<file path="src/rtl/hctrl_pkg.sv">
// Shared constants for the hand-controller responder: frame width, idle
// patterns and the index of the first bit sent to the host.
package hctrl_pkg;

    localparam int HCTRL_BITS = 16;

    localparam logic [7:0] HCTRL_BTN_IDLE = 8'hFF;

    localparam logic [HCTRL_BITS-1:0] HCTRL_IDLE = {HCTRL_BTN_IDLE, HCTRL_BTN_IDLE};

    // The host sees shreg[15] first: hctrl2_data[7] leads the frame.
    localparam int HCTRL_FIRST_BIT = HCTRL_BITS - 1;

    localparam int HCTRL_CNT_W = $clog2(HCTRL_BITS + 1);

    localparam logic [HCTRL_CNT_W-1:0] HCTRL_CNT_MAX = HCTRL_CNT_W'(HCTRL_BITS);

    typedef logic [HCTRL_BITS-1:0] hctrl_word_t;

endpackage

</file>
<file path="src/rtl/hctrl_in_sync.sv">
// Link-input conditioner: SYNC_STAGES-deep synchronizer, optional stability
// filter (compiled in with HCTRL_GLITCH_FILTER_EN), then an edge-detect flop
// producing the cleaned level and its rise/fall pulses. RST_VAL is the idle
// level of the pin so that reset release never manufactures an edge.
module hctrl_in_sync #(
    parameter int   SYNC_STAGES = 2,
    parameter int   FILTER_LEN  = 4,
    parameter logic RST_VAL     = 1'b0
) (
    input  logic clk,
    input  logic reset_n,
    input  logic pin_in,
    output logic level,
    output logic rise,
    output logic fall
);

    logic [SYNC_STAGES-1:0] sync_q, sync_d;
    logic                   prev_q, prev_d;
    logic                   clean;

    if (SYNC_STAGES < 2 || FILTER_LEN < 1) begin : g_bad_params
        $error("hctrl_in_sync: SYNC_STAGES must be >= 2 and FILTER_LEN >= 1");
    end

    // Next state of the metastability chain: pin enters at bit 0
    always_comb begin
        sync_d = {sync_q[SYNC_STAGES-2:0], pin_in};
    end

    // Synchronizer flops, reset to the pin's idle level
    always_ff @(posedge clk or negedge reset_n) begin
        if (!reset_n) sync_q <= {SYNC_STAGES{RST_VAL}};
        else          sync_q <= sync_d;
    end

`ifdef HCTRL_GLITCH_FILTER_EN
    localparam int FCNT_W = $clog2(FILTER_LEN + 1);

    logic              filt_q, filt_d;
    logic [FCNT_W-1:0] fcnt_q, fcnt_d;

    // Adopt a new level only after FILTER_LEN consecutive disagreeing samples
    always_comb begin
        filt_d = filt_q;
        fcnt_d = '0;
        if (sync_q[SYNC_STAGES-1] != filt_q) begin
            if (fcnt_q == FCNT_W'(FILTER_LEN - 1)) filt_d = sync_q[SYNC_STAGES-1];
            else                                   fcnt_d = fcnt_q + 1'b1;
        end
    end

    // Filter state flops
    always_ff @(posedge clk or negedge reset_n) begin
        if (!reset_n) begin
            filt_q <= RST_VAL;
            fcnt_q <= '0;
        end else begin
            filt_q <= filt_d;
            fcnt_q <= fcnt_d;
        end
    end

    assign clean = filt_q;
`else
    assign clean = sync_q[SYNC_STAGES-1];
`endif

    // Remember the previous cleaned level for edge detection
    always_comb begin
        prev_d = clean;
    end

    // Edge-detect flop
    always_ff @(posedge clk or negedge reset_n) begin
        if (!reset_n) prev_q <= RST_VAL;
        else          prev_q <= prev_d;
    end

    assign level = clean;
    assign rise  = clean & ~prev_q;
    assign fall  = ~clean & prev_q;

endmodule

</file>
<file path="src/rtl/hctrl_responder.sv">
// Device end of the hand-controller link: behaves like two chained 74HC165s.
// The host's load_n/clk pins are conditioned by hctrl_in_sync; the 16-bit
// shift register is loaded transparently while load_n is low and shifts
// ones in on each host clock rise. Build option: HCTRL_GLITCH_FILTER_EN
// adds a FILTER_LEN-sample stability filter on both link inputs.
module hctrl_responder
    import hctrl_pkg::*;
#(
    parameter int SYNC_STAGES = 2,
    parameter int TIMEOUT_W   = 20,
    parameter int FILTER_LEN  = 4
) (
    input  logic       clk,
    input  logic       reset_n,
    input  logic       hctrl_clk_in,
    input  logic       hctrl_load_n_in,
    output logic       hctrl_data,
    input  logic [7:0] hctrl1_data,
    input  logic [7:0] hctrl2_data,
    output logic       frame_strobe,
    output logic       host_active
);

    logic clk_level, clk_rise, clk_fall;
    logic load_level, load_rise, load_fall;
    logic unused_edges;

    hctrl_in_sync #(
        .SYNC_STAGES (SYNC_STAGES),
        .FILTER_LEN  (FILTER_LEN),
        .RST_VAL     (1'b0)
    ) u_clk_sync (
        .clk     (clk),
        .reset_n (reset_n),
        .pin_in  (hctrl_clk_in),
        .level   (clk_level),
        .rise    (clk_rise),
        .fall    (clk_fall)
    );

    hctrl_in_sync #(
        .SYNC_STAGES (SYNC_STAGES),
        .FILTER_LEN  (FILTER_LEN),
        .RST_VAL     (1'b1)
    ) u_load_sync (
        .clk     (clk),
        .reset_n (reset_n),
        .pin_in  (hctrl_load_n_in),
        .level   (load_level),
        .rise    (load_rise),
        .fall    (load_fall)
    );

    // Host clock level and falling edges, and load falling edges, carry no meaning here.
    assign unused_edges = clk_level ^ clk_fall ^ load_fall;

    hctrl_word_t                shreg_q, shreg_d;
    logic [HCTRL_CNT_W-1:0]     shift_cnt_q, shift_cnt_d;
    logic                       hctrl_data_q, hctrl_data_d;
    logic                       frame_strobe_q, frame_strobe_d;
    logic [TIMEOUT_W-1:0]       timeout_q, timeout_d;
    logic                       host_active_q, host_active_d;

    // Shift path: load has priority and is transparent; otherwise shift ones in on clock rise
    always_comb begin
        shreg_d     = shreg_q;
        shift_cnt_d = shift_cnt_q;
        if (!load_level) begin
            shreg_d     = {hctrl2_data, hctrl1_data};
            shift_cnt_d = '0;
        end else if (clk_rise) begin
            shreg_d = {shreg_q[HCTRL_BITS-2:0], 1'b1};
            if (shift_cnt_q != HCTRL_CNT_MAX) shift_cnt_d = shift_cnt_q + 1'b1;
        end
        hctrl_data_d = shreg_q[HCTRL_FIRST_BIT];
    end

    // Frame strobe and host-activity watchdog; strobe cycle already shows host_active high
    always_comb begin
        frame_strobe_d = load_rise;
        timeout_d      = timeout_q;
        host_active_d  = host_active_q;
        if (load_rise) begin
            timeout_d     = '0;
            host_active_d = 1'b1;
        end else begin
            if (timeout_q != '1) timeout_d = timeout_q + 1'b1;
            if (timeout_d == '1) host_active_d = 1'b0;
        end
    end

    // All datapath and status registers; reset aborts any frame in progress
    always_ff @(posedge clk or negedge reset_n) begin
        if (!reset_n) begin
            shreg_q        <= HCTRL_IDLE;
            shift_cnt_q    <= '0;
            hctrl_data_q   <= 1'b1;
            frame_strobe_q <= 1'b0;
            timeout_q      <= '0;
            host_active_q  <= 1'b0;
        end else begin
            shreg_q        <= shreg_d;
            shift_cnt_q    <= shift_cnt_d;
            hctrl_data_q   <= hctrl_data_d;
            frame_strobe_q <= frame_strobe_d;
            timeout_q      <= timeout_d;
            host_active_q  <= host_active_d;
        end
    end

    assign hctrl_data   = hctrl_data_q;
    assign frame_strobe = frame_strobe_q;
    assign host_active  = host_active_q;

endmodule

</file>
<file path="config.mk">
export PLATFORM = sky130hd
export DESIGN_NAME = hctrl_responder
export DESIGN_NICKNAME = d
export VERILOG_FILES = /design/src/rtl/hctrl_pkg.sv /design/src/rtl/hctrl_in_sync.sv /design/src/rtl/hctrl_responder.sv
export SDC_FILE = /design/constraint.sdc
export NUM_CORES = 1
export LEC_CHECK = 0
export CAP_MARGIN = 10
export CORE_AREA = 2 2 83 61
export CTS_CLUSTER_DIAMETER = 200
export DETAILED_ROUTE_END_ITERATION = 12
export DIE_AREA = 0 0 85 63
export PLACE_DENSITY_LB_ADDON = 0.1
export SYNTH_ARGS = -nofsm -noshare
export SYNTH_HDL_FRONTEND = slang
export SYNTH_HIERARCHICAL = 1
export SYNTH_SLANG_ARGS = --single-unit
</file>
<file path="constraint.sdc">
create_clock -name clk -period 2.4 [get_ports clk]
set_clock_uncertainty 0.2 [all_clocks]
set_input_delay 0.24 -clock clk [delete_from_list [all_inputs] [get_ports clk]]
set_output_delay 0.24 -clock clk [all_outputs]
set_load 0.02 [all_outputs]
</file>
==> impl_results.md <==
- Outcome: completed
- Register share of total power: 51.7%
- # IOs: 23
- Worst Tran Pin Value: 0.554 ns
- Worst Hold Launch: hctrl_load_n_in
- Crit-path max FO: 5
- Buf/Inv on CP: 0
- Final Hold Vio Count: 0
- Internal cell power: 0.00128 W
- Routed Wire Length: 4550 µm
- TritonRoute pass-1 iters: 4
- Routed via count: between 1500 and 2000
- First-pass GRT wire length: around 7900 µm
- WP data required: 2.41 ns
- Routability Congestion: about 0.90
- Worst reg2reg endpoint: host_active$_DFFE_PN0P_
- Routed length per instance: 14.5 µm
- DIE AREA: 5360 µm²
- Core Region: between 4000 and 5000 µm²
- Worst vdd ir: 0.000336 V
- Cell breakdown of the critical path: nand4_2 > or4_4 > o31a_1 > o221ai_1 > nor4_2 > a31oi_1
- Flop2flop setup slack: 0.1 ns
- Largest net degree at the start of global routing: 46
- Setup TNS: 0 ns
- Combinational Power Share: 15.7%
- Final net count: 278
- Hold_ws: 0.135 ns
- # Max-Cap Violations: 0
- Clock share of power: 32.6%
- CTS Buf Count: 5
- Gr usage total: a little under a fifth
- Drc violations: 0
- Root Driver: clkbuf_8
- Final worst slack: 0.0955 ns
- H-tree depth: 2
- # rows: 21
- Crit path launch type: register
- DR vias/cell: between 5 and 6
- Switching Share: 25.2%
- Final worst path period share: 96.0%
- Worst Hold Class: in -> reg
- Share of layout cells above drive strength 1: between 20% and 30%
- Critical path class: reg -> reg
- Initial antenna violation count: 0
- Mapped Area: 2220 µm²
- RSZ-0062 raised after global routing: no
- Worst r2r src: timeout_q[5]$_DFF_PN0_
- Die width: 85 µm
- Vias in the first global route: 1593
- Clk slew on worst S/H paths: 0.08 ns
- Switching pwr: 0.000429 W
- Initial core utilization: 48.3%
- Worst Setup End Kind: register
- CP max stage cell: or4_4
- 1st-iter DRT viols: between 100 and 150
- Max Buffers Root-to-Sink: 2
- Worst skew pair latency: 0.30 ns
- CP top delay family: simple AND/OR/NAND/NOR gates
- Max-slew violation total from the final report: 0
- Slew margin rel.: a little over three fifths
- Post-route ant nets: 0
- Die H: 63 µm
- Synthesized area per cell: 10.2 µm²
- Final setup violation count: 0
- WP data arrival: 2.32 ns
- Reg2Reg Depth: 6
- Worst min-delay path endpoint: u_load_sync/sync_q[0]$_DFF_PN1_
- Fin crit period: 2.30 ns
- Worst hold stages: 1
- Area Overhead vs Synth: 24.6%
- Cells after Synth: 218
- Number of port buffers: 22
- Antenna diodes: 0
- P_leak: around 1.1 nW
- Cell Pwr Density: 616 nW/µm²
- Dpl ws: 0.0364 ns
- CTS tree: built
- Critical path's largest stage delay: 0.61 ns
- Synth Net Count: 239
- Fmax: 434 MHz
- Overflow after GRT: 0
- YS warnings: 6
- Tot Pwr: approximately 0.0017 W
- Post-DP HPWL: 3170 µm
- Sink Count: 45
[flip-flops by register name, indices dropped and copies added (netlist names)]
signal and flops:
timeout_q 20, u_load_sync/sync_q 2, u_clk_sync/sync_q 2, hctrl_data 1, host_active 1, u_load_sync/prev_q 1, frame_strobe 1, shreg_q 16
u_clk_sync/prev_q 1
[per-layer routing]
layer | share of wire, % | GRT usage (%) | routed length [µm] | vias up
met5 | 0 | 0 | 0 | -
met4 | 1.1 | 5.95 | 48 | 0
met3 | 3.8 | 5.68 | 171 | 7
met2 | 40 | 23.3 | 1830 | 34
met1 | 55 | 30.0 | 2500 | 841
li1 | - | - | - | 858
[placed cells by master (no fill, tap or decap), types with 3 or more instances in the layout]
master,instances
a21oi_1,22
nor2b_1,3
a31oi_1,4
nor3_1,4
mux2i_1,15
clkbuf_8,6
dfrtp_1,25
xor2_1,4
buf_4,20
dfstp_2,20
xnor2_1,9
nand3_1,3
nor2_1,32
o21ai_0,4
nand4_1,4
nor4_1,4
nand2_1,15
clkdlybuf4s50_1,21
[power by group through the flow]
stage          logic (W)  clock network [W]  registers (W)
2_1_floorplan   0.000145                  0       0.000891
3_3_place_gp    0.000249                  0       0.000900
3_5_place_dp    0.000250                  0       0.000899
4_1_cts         0.000252           0.000576       0.000885
5_1_grt         0.000297           0.000606       0.000889
6_report        0.000267           0.000556       0.000881
[worst max-delay path by stage]
stage          slack, ns              startpoint  depth (start not counted)                       to
2_1_floorplan       0.07  timeout_q[0]$_DFF_PN0_                          7  host_active$_DFFE_PN0P_
3_3_place_gp        0.11  timeout_q[1]$_DFF_PN0_                          7  host_active$_DFFE_PN0P_
3_5_place_dp        0.04  timeout_q[1]$_DFF_PN0_                          7  host_active$_DFFE_PN0P_
4_1_cts             0.02  timeout_q[1]$_DFF_PN0_                          7  host_active$_DFFE_PN0P_
5_1_grt            0.001  timeout_q[5]$_DFF_PN0_                          7  host_active$_DFFE_PN0P_
6_report             0.1  timeout_q[5]$_DFF_PN0_                          6  host_active$_DFFE_PN0P_
[area by class of cell]
type                    instances  area (µm²)
clock buffers                   7         108
clock inverters                 1        6.26
fillers                       389        1830
inverters                       1        3.75
multi-input cells             161        1050
flip-flops and latches         45        1150
well taps                      57        71.3
repair buffers                 43         375
[per-stage QoR]
step                      instance area, µm²  instances  utilization, %
after floorplan                         2220        218               -
after global placement                  2600        304            56.6
after detailed placement                2600        304            56.6
after CTS                               2730        313            59.3
after global routing                    2770        315            60.2
final                                   2770        315            60.2
[repair_timing]
item,4_1_cts,5_1_grt
resized for setup,0,4
endpoints found under the hold margin,25,0
hold buffers,1,0
setup endpoints to repair,0,1
buffers inserted,0,2
(Power assumes the default switching activity.)
